**src/rtl/booth_pkg.sv**
```systemverilog
// Shared types for the sequential radix-2 Booth multiplier: FSM state encoding,
// Booth operation encodings and the recoding helper that selects one.
package booth_pkg;

    typedef enum logic [1:0] {
        IDLE = 2'd0,
        CALC = 2'd1,
        DONE = 2'd2
    } booth_state_t;

    localparam logic [1:0] OP_NOP = 2'd0;
    localparam logic [1:0] OP_ADD = 2'd1;
    localparam logic [1:0] OP_SUB = 2'd2;

    // Radix-2 Booth recoding of the pair {Q[0], q_m1}.
    function automatic logic [1:0] booth_op(input logic q0, input logic qm1);
        case ({q0, qm1})
            2'b01:   return OP_ADD;
            2'b10:   return OP_SUB;
            default: return OP_NOP;
        endcase
    endfunction

endpackage

```
**src/rtl/booth_step.sv**
```systemverilog
// One combinational radix-2 Booth iteration on N-bit registers: optional add or
// subtract of M into A, then a 1-bit arithmetic shift right of {A, Q, q_m1}.
module booth_step
    import booth_pkg::*;
#(
    parameter int N = 9
) (
    input  logic [N-1:0] a,
    input  logic [N-1:0] m,
    input  logic [N-1:0] q,
    input  logic         q_m1,
    output logic [N-1:0] a_next,
    output logic [N-1:0] q_next,
    output logic         q_m1_next
);

    logic [N-1:0] sum;

    always_comb begin
        case (booth_op(q[0], q_m1))
            OP_ADD:  sum = a + m;
            OP_SUB:  sum = a - m;
            default: sum = a;
        endcase
        a_next    = {sum[N-1], sum[N-1:1]};
        q_next    = {sum[0], q[N-1:1]};
        q_m1_next = q[0];
    end

endmodule

```
**src/rtl/booth_mult_seq.sv**
```systemverilog
// Handshaked iterative radix-2 Booth multiplier, WIDTH-bit signed/unsigned operands,
// exact 2*WIDTH-bit product. Define BOOTH_EARLY_TERM_EN for data-dependent early exit.
//
// Handshake: an input pair transfers on a rising edge with i_valid && o_ready; a
// product transfers on a rising edge with o_valid && i_ready. o_product is held
// stable while o_valid is high and i_ready is low.
module booth_mult_seq
    import booth_pkg::*;
#(
    parameter int WIDTH = 8,
    parameter int CNT_W = $clog2(WIDTH + 2)
) (
    input  logic               i_clk,
    input  logic               i_rst,
    input  logic               i_valid,
    output logic               o_ready,
    input  logic [WIDTH-1:0]   i_multiplicand,
    input  logic [WIDTH-1:0]   i_multiplier,
    input  logic               i_signed,
    output logic               o_valid,
    input  logic               i_ready,
    output logic [2*WIDTH-1:0] o_product,
    output logic               o_busy
);

    localparam int N = WIDTH + 1;

    booth_state_t state, state_next;

    logic [N-1:0]     a, q, m;
    logic             q_m1;
    logic [CNT_W-1:0] cnt;

    logic [N-1:0] a_step, q_step;
    logic         q_m1_step;
    logic [N-1:0] m_ext, q_ext;
    logic         accept;
    logic         last_step;
    logic         start_done;
    logic         calc_done;
    logic [2*N:0] calc_next;

    // One extra bit of headroom keeps most-negative and all-ones operands exact.
    assign m_ext = {i_signed & i_multiplicand[WIDTH-1], i_multiplicand};
    assign q_ext = {i_signed & i_multiplier[WIDTH-1], i_multiplier};

    assign accept    = i_valid && o_ready;
    assign last_step = (cnt == CNT_W'(1));

    booth_step #(.N(N)) u_step (
        .a         (a),
        .m         (m),
        .q         (q),
        .q_m1      (q_m1),
        .a_next    (a_step),
        .q_next    (q_step),
        .q_m1_next (q_m1_step)
    );

`ifdef BOOTH_EARLY_TERM_EN
    logic [N-1:0] rem_mask;
    logic         skip_rest;
    logic [2*N:0] shifted;

    // Remaining Booth pairs are all 00 or all 11: only shifts are left to do.
    assign rem_mask   = ~({N{1'b1}} << cnt);
    assign skip_rest  = q_m1 ? (&(q | ~rem_mask)) : ~(|(q & rem_mask));
    assign shifted    = $signed({a, q, q_m1}) >>> cnt;
    assign start_done = ~(|q_ext);
    assign calc_done  = last_step || skip_rest;
    assign calc_next  = skip_rest ? shifted : {a_step, q_step, q_m1_step};
`else
    assign start_done = 1'b0;
    assign calc_done  = last_step;
    assign calc_next  = {a_step, q_step, q_m1_step};
`endif

    always_ff @(posedge i_clk or posedge i_rst) begin
        if (i_rst) begin
            state <= IDLE;
        end else begin
            state <= state_next;
        end
    end

    always_comb begin
        state_next = state;
        case (state)
            IDLE: if (accept) state_next = start_done ? DONE : CALC;
            CALC: if (calc_done) state_next = DONE;
            DONE: if (i_ready) state_next = IDLE;
            default: state_next = IDLE;
        endcase
    end

    always_comb begin
        o_ready = (state == IDLE);
        o_valid = (state == DONE);
        o_busy  = (state == CALC) || (state == DONE);
    end

    always_ff @(posedge i_clk or posedge i_rst) begin
        if (i_rst) begin
            a    <= '0;
            q    <= '0;
            m    <= '0;
            q_m1 <= 1'b0;
            cnt  <= '0;
        end else if (state == IDLE) begin
            if (accept) begin
                a    <= '0;
                q    <= q_ext;
                m    <= m_ext;
                q_m1 <= 1'b0;
                cnt  <= CNT_W'(N);
            end
        end else if (state == CALC) begin
            {a, q, q_m1} <= calc_next;
            cnt          <= cnt - CNT_W'(1);
        end
    end

    // Low 2*WIDTH bits of {A, Q}.
    assign o_product = {a[WIDTH-2:0], q};

endmodule

```
**config.mk**
```make
export PLATFORM = sky130hd
export DESIGN_NAME = booth_mult_seq
export DESIGN_NICKNAME = d
export VERILOG_FILES = /design/src/rtl/booth_pkg.sv /design/src/rtl/booth_step.sv /design/src/rtl/booth_mult_seq.sv
export SDC_FILE = /design/constraint.sdc
export NUM_CORES = 1
export LEC_CHECK = 0
export ABC_AREA = 1
export BUFFER_PORTS_ARGS = -buffer_cell sky130_fd_sc_hd__buf_2
export CAP_MARGIN = 20
export CORE_MARGIN = 2
export CORE_UTILIZATION = 50
export DETAILED_ROUTE_END_ITERATION = 12
export GPL_TIMING_DRIVEN = 1
export HOLD_SLACK_MARGIN = 0.15
export PLACE_DENSITY = 0.79
export SETUP_SLACK_MARGIN = 0.2
export SYNTH_ARGS = -nofsm -noshare
export SYNTH_HDL_FRONTEND = slang
export SYNTH_SLANG_ARGS = --single-unit
```
**constraint.sdc**
```tcl
create_clock -name i_clk -period 6 [get_ports i_clk]
set_input_delay 0.3 -clock i_clk [delete_from_list [all_inputs] [get_ports i_clk]]
set_output_delay 0.3 -clock i_clk [all_outputs]
set_load 0.01 [all_outputs]
```
Yosys cells after proc, flatten, opt, wreduce, memory -nomap -nowiden

Cells that the tools add are included.

Flip-flop bits (word level): 34
Latch bits: 0
Memory bits (writable): 0
ROM bits: 0
Bits of input ports: 21
Output and inout port bits: 19
Logic and storage cells: 46
Memories kept: 0

Add/subtract/negate cells: 3
Multipliers: 0
Divide/modulo/power cells: 0
Order comparisons: 0
Eq/ne operators: 10
Shift operators: 0
Mux-type cells: 18
Bitwise logic cells: 2
Reduce and logical (&&, ||, !) cells: 7

Operator list:

| cell                  | number |
|---|---|
| $mux W9               | 6 |
| $pmux W9 S2           | 1 |
| $mux W4               | 3 |
| $add A9 B9 Y9         | 1 |
| $sub A9 B9 Y9         | 1 |
| $eq A2 B1 Y1 const B  | 3 |
| $eq A2 B2 Y1 const B  | 3 |
| $mux W2               | 3 |
| $pmux W2 S3           | 1 |
| $eq A4 B1 Y1 const B  | 1 |
| $ne A2 B1 Y1 const B  | 2 |
| $pmux W2 S2           | 1 |
| $reduce_and A2 Y1     | 2 |
| $sub A4 B1 Y4 const B | 1 |
| $mux W1               | 3 |
| $reduce_and A3 Y1     | 1 |
| $and A1 B1 Y1         | 2 |
| $logic_not A2 Y1      | 1 |
| $ne A2 B2 Y1 const B  | 1 |
| $reduce_bool A2 Y1    | 1 |
| $logic_and A1 B1 Y1   | 1 |
| $logic_or A1 B1 Y1    | 1 |

Depth between registers and ports, before layout

Depth in word-level cells: 6
Depth in mapped cells: 18
Mapped depth without buffers: 18

Hierarchy

A second synthesis with hierarchy kept.

Cell total of the unflattened synthesis: 329
Area, all modules: 2382.3 um^2

By module, submodules not included:

| module         | instances | cells an instance | area each (um^2) | seq. area each (um^2) |
|---|---|---|---|---|
| booth_mult_seq | 1         | 191               | 1616.6           | 850.8 |
| booth_step     | 1         | 138               | 765.7            | 0.0 |

Least setup slack after synthesis

No wires, ideal clock.

Kind: register to register
Start: register q[0]
End: register a[5]
Library setup time: 0.116 ns
Arrival time: 1.997 ns
Data required time: 5.884 ns
Slack: 3.887 ns
Stages on the path, launching flop included: 12
Buffers on the path: 0
Clock period less this slack: 2.113 ns
Path through: dfrtp_1 ha_1 or2_2 xor2_1 inv_1 ha_1 nand2_1 or2_2 nand4_1 nand3_1 nand2_1 nand2_1

Word-level cells in the longest chain between the ends: 6
Elaborated cells between the ends (all ways): 8
Those cells by class: eq/ne: 4; mux: 4

Ends and longest elaborated chain:

| item                                         | RTL line              | text |
|---|---|---|
| start, declared                              | booth_mult_seq.sv:30  | `logic [N-1:0] a, q, m;` |
| start signal, assigned                       | booth_mult_seq.sv:112 | `q <= q_ext;` |
| start signal, assigned                       | booth_mult_seq.sv:118 | `{a, q, q_m1} <= calc_next;` |
| $eq A2 B2 Y1 or $eq A2 B1 Y1 (tied branches) | booth_pkg.sv:17       | `case ({q0, qm1})` |
| $pmux W2 S2 (*)                              | booth_pkg.sv:17       |  |
| $eq A2 B2 Y1 or $eq A2 B1 Y1 (tied branches) | booth_step.sv:20      | `case (booth_op(q[0], q_m1))` |
| $pmux W9 S2 (*)                              | booth_step.sv:20      |  |
| $mux W9 (*)                                  | booth_mult_seq.sv:117 | `end else if (state == CALC) begin` |
| $mux W9 (*)                                  | booth_mult_seq.sv:109 | `end else if (state == IDLE) begin` |
| end signal, assigned                         | booth_mult_seq.sv:118 |  |
| end, declared                                | booth_mult_seq.sv:30  |  |

Mark *: on every way between the ends. The rest lies on a longest branch, timed or not. The select of a mux whose other input is x is not followed.
A chain may end at the register's enable or synchronous reset.

Worst setup path after layout

Start: register m[2]
End: register a[5]

Word-level cells in the longest chain between the ends: 4
Elaborated cells between the ends (all ways): 5
Those cells by class: add/sub: 2; mux: 3

Ends and longest elaborated chain:

| item                                           | RTL line                           | text |
|---|---|---|
| start, declared                                | booth_mult_seq.sv:30               |  |
| start signal, assigned                         | booth_mult_seq.sv:113              | `m <= m_ext;` |
| $sub A9 B9 Y9 or $add A9 B9 Y9 (tied branches) | booth_step.sv:22, booth_step.sv:21 |  |
| $pmux W9 S2 (*)                                | booth_step.sv:20                   |  |
| $mux W9 (*)                                    | booth_mult_seq.sv:117              |  |
| $mux W9 (*)                                    | booth_mult_seq.sv:109              |  |

Marked as above.

==> results.md <==
- Status: finished clean
- Die X-Extent: ~70 um
- Slew @ Worst Pin: approximately 420 ps
- Setup crit end kind: flip-flop
- Post-synthesis async set-or-reset flop share: 100.0%
- Initial antenna violation count: 0
- Total gr overflow: 0
- Count leader, synth: nand2_1
- Total track usage: 19.74%
- Synth unique cells: 30
- TritonCTS buffer count: 5
- Initial Util: ~52%
- Die height: 72.02 um
- FP Rows: 24
- Layout cells sized above 1: 21.19%
- Clock Sinks: 33
- Post-DRT Antenna Nets: 0
- Port Buffer Count: 39
- Slew Limit Fails: 0
- Htree depth: 2
- Vias in the first global route: 1,875
- # Max-Cap Violations: 0
- CTS tree: yes
- Gp weighted congestion: 0.8845
- Cell mode on critical path: nand2_1
- Dominant cell type by area after synthesis: dfrtp_1
- Worst-skew pair later-pin latency: about 290 ps
- Critical Path AT: 2460 ps
- Peak supply drop: 0.0002251 V
- Synthesized flop and latch total: 33
- Die Area: 0.005187 mm2
- CTS clk-pin slew, worst paths: approximately 70 ps
- Number of vias per cell: ~5.0
- Highest clock rate: 439.6 MHz
- R2r worst-path depth: 13
- Buf/Inv on CP: 2
- Largest net degree at the start of global routing: 34
- Root buffer cell: clkbuf_8
- Ys Warns: 0
- Core box area: between 0.004 and 0.005 mm2
- Clock Path Buffers: 2
- Synth top area share: 35.69%
- Antenna diode count: 0
- # setup viols final: 0
- Met3 GRT Util: 2.917%
- Slew headroom: about 72%
- Syn Area/Cell: ~7.7 um2
- Worst path depth: 13
- Cell area power density: 665.2 mW/mm2
- Setup Skew: 7.231 ps
- HP Class: in2reg
- Mapped Area: between 0.002 and 0.0025 mm2
- Hold Slack: 208.9 ps
- GR peak layer: met2
- DRT iter0 DRCs: 110
- Hold Path Depth: 3
- CP max FO: 5
- Post-cts gate resize count: 0
- Largest cells by area after synthesis: dfrtp_1 (36%), nand2_1 (12%), inv_1 (8.8%)
- DRC Markers: 0
- CP peak stage delay: 380 ps
- Leakage power: 0.001438 uW
- Post-synth top cells: nand2_1 (72), inv_1 (54), dfrtp_1 (33)
- Crit-path cells: inv_1 > nand3_1 > nor3_1 > or2_2 > xor2_1 > inv_1 > ha_1 > nand2_1 > or2_2 > nand4_1 > nand3_1 > nand2_1 > nand2_1
- Area grow syn2layout: 12.82%
- IO Count: 40
- Final nets: 371
- DR pass1 iterations: 4
- Final period util: 37.92%
- CP Launch Type: flip-flop
- Top Family by Delay on Critical Path: simple AND/OR/NAND/NOR gates
- TNS Setup: 0 ps
- Tmin final: 2275 ps
- GR met2 Demand/Resource: between 30 and 40%
- GRT met1 Usage: 25.38%
- Critical setup path kind: reg2reg
- Final Hold Viols: 0
- Total wire length: 4.641 mm
- HPWL after DPL: 3.515 mm
- Ys flop type: dfrtp_1
- WL/cell: 11.99 um
- Global-route wire length before repair: 8.093 mm
- Slowest-stage cell, CP: dfrtp_1
- Sequential area share after synthesis: 35.69%
- Syn Nets: 336
- Syn Inst Count: 299
- Crit path required time: 6190 ps
- Vias: about 1,900
- RSZ-0062 raised after global routing: false
- EDFF count, synth: 0
==> layer usage <==
metal | wire [um] | vias up
met5 | 0 | -
met4 | 68 | 0
met3 | 172 | 7
met2 | 2199 | 37
met1 | 2201 | 861
li1 | - | 1013
==> cells in the final DEF (no fill, tap or decap), types with 4 or more instances in the layout <==
| cell | netlist | routed |
|---|---|---|
| dfrtp_1 | 33 | 33 |
| xor2_1 | 8 | 8 |
| o22ai_1 | 4 | 4 |
| o211ai_1 | 4 | 4 |
| o21ai_0 | 20 | 20 |
| inv_1 | 54 | 54 |
| ha_1 | 15 | 15 |
| nand3_1 | 17 | 17 |
| nand2_1 | 72 | 72 |
| clkbuf_8 | 0 | 6 |
| nor2_1 | 13 | 13 |
| a21oi_1 | 11 | 11 |
| o21ai_2 | 10 | 10 |
| buf_2 | 3 | 39 |
==> power by group <==
| group | internal [uW] | switching (uW) | total [uW] | leakage (uW) |
|---|---|---|---|---|
| clock | 135 | 84.2 | 220 | 0.0000585 |
| combinational | 423 | 712 | 1140 | 0.000967 |
| sequential | 319 | 62.7 | 381 | 0.000413 |
==> logic make-up (layout without fill, tap and decap cells) <==
| logic type | Yosys count | count (layout) | share of synthesized area (%) |
|---|---|---|---|
| compound gates | 57 | 57 | 16.39 |
| xor+xnor | 10 | 10 | 3.786 |
| fa+ha+maj | 16 | 16 | 8.978 |
| buf+inv | 72 | 108 | 14.12 |
| flops | 33 | 33 | 35.69 |
| simple gates | 111 | 111 | 21.04 |
==> worst register-to-register path, delay by kind of cell, from the launching register on <==
kind                     cells  cell delay, ps
XOR/XNOR                     1             150
adder cells (fa/ha/maj)      1             350
buffers and inverters        2             180
flip-flops                   1             380
AND/OR/NAND/NOR              9            1120
==> per-stage QoR <==
step	setup slack [ps]	power [uW]	std cells	utilization, %	area (um2)
2_1_floorplan	3887	1313	299	-	2313
3_3_place_gp	3818	1476	378	56.26	2484
3_5_place_dp	3737	1512	378	56.26	2484
4_1_cts	3732	1741	387	59.13	2610
5_1_grt	3440	1926	387	59.13	2610
6_report	3725	1736	387	59.13	2610
==> sequential cells by signal, summed over array words and instances, names as in the netlist <==
signal and flops:
m 9, q 9, a 8, cnt 4, state 2, q_m1 1
==> timing repair <==
item                                   in CTS  in global routing
endpoints found under the hold margin      33                  0
hold buffers                                1                  0
setup buffers                               0                  0
==> path summary, 6_finish.rpt <==
kind | startpoint | slack (ps) | to
worst max-delay path | m[2]$_DFFE_PP0P_ | 3730 | a[5]$_DFFE_PP0P_
worst min register to register | cnt[3]$_DFFE_PP0P_ | 500 | cnt[3]$_DFFE_PP0P_
worst min-delay path | i_multiplicand[3] | 210 | m[3]$_DFFE_PP0P_
worst max register to register | m[2]$_DFFE_PP0P_ | 3730 | a[5]$_DFFE_PP0P_
min in group asynchronous | i_rst | 650 | m[2]$_DFFE_PP0P_
max in group asynchronous | i_rst | 5050 | q[5]$_DFFE_PP0P_
==> area by class of cell <==
class / count / area (um2)
Clock buffer: 7 / 86.33
Clock inverter: 1 / 30.03
Fill cell: 407 / 1804
Inverter: 59 / 229.0
Multi-Input combinational cell: 194 / 1161
Sequential cell: 33 / 825.8
Tap cell: 52 / 65.06
Timing Repair Buffer: 41 / 212.7
No activity file was read; power rests on OpenSTA's default activity.
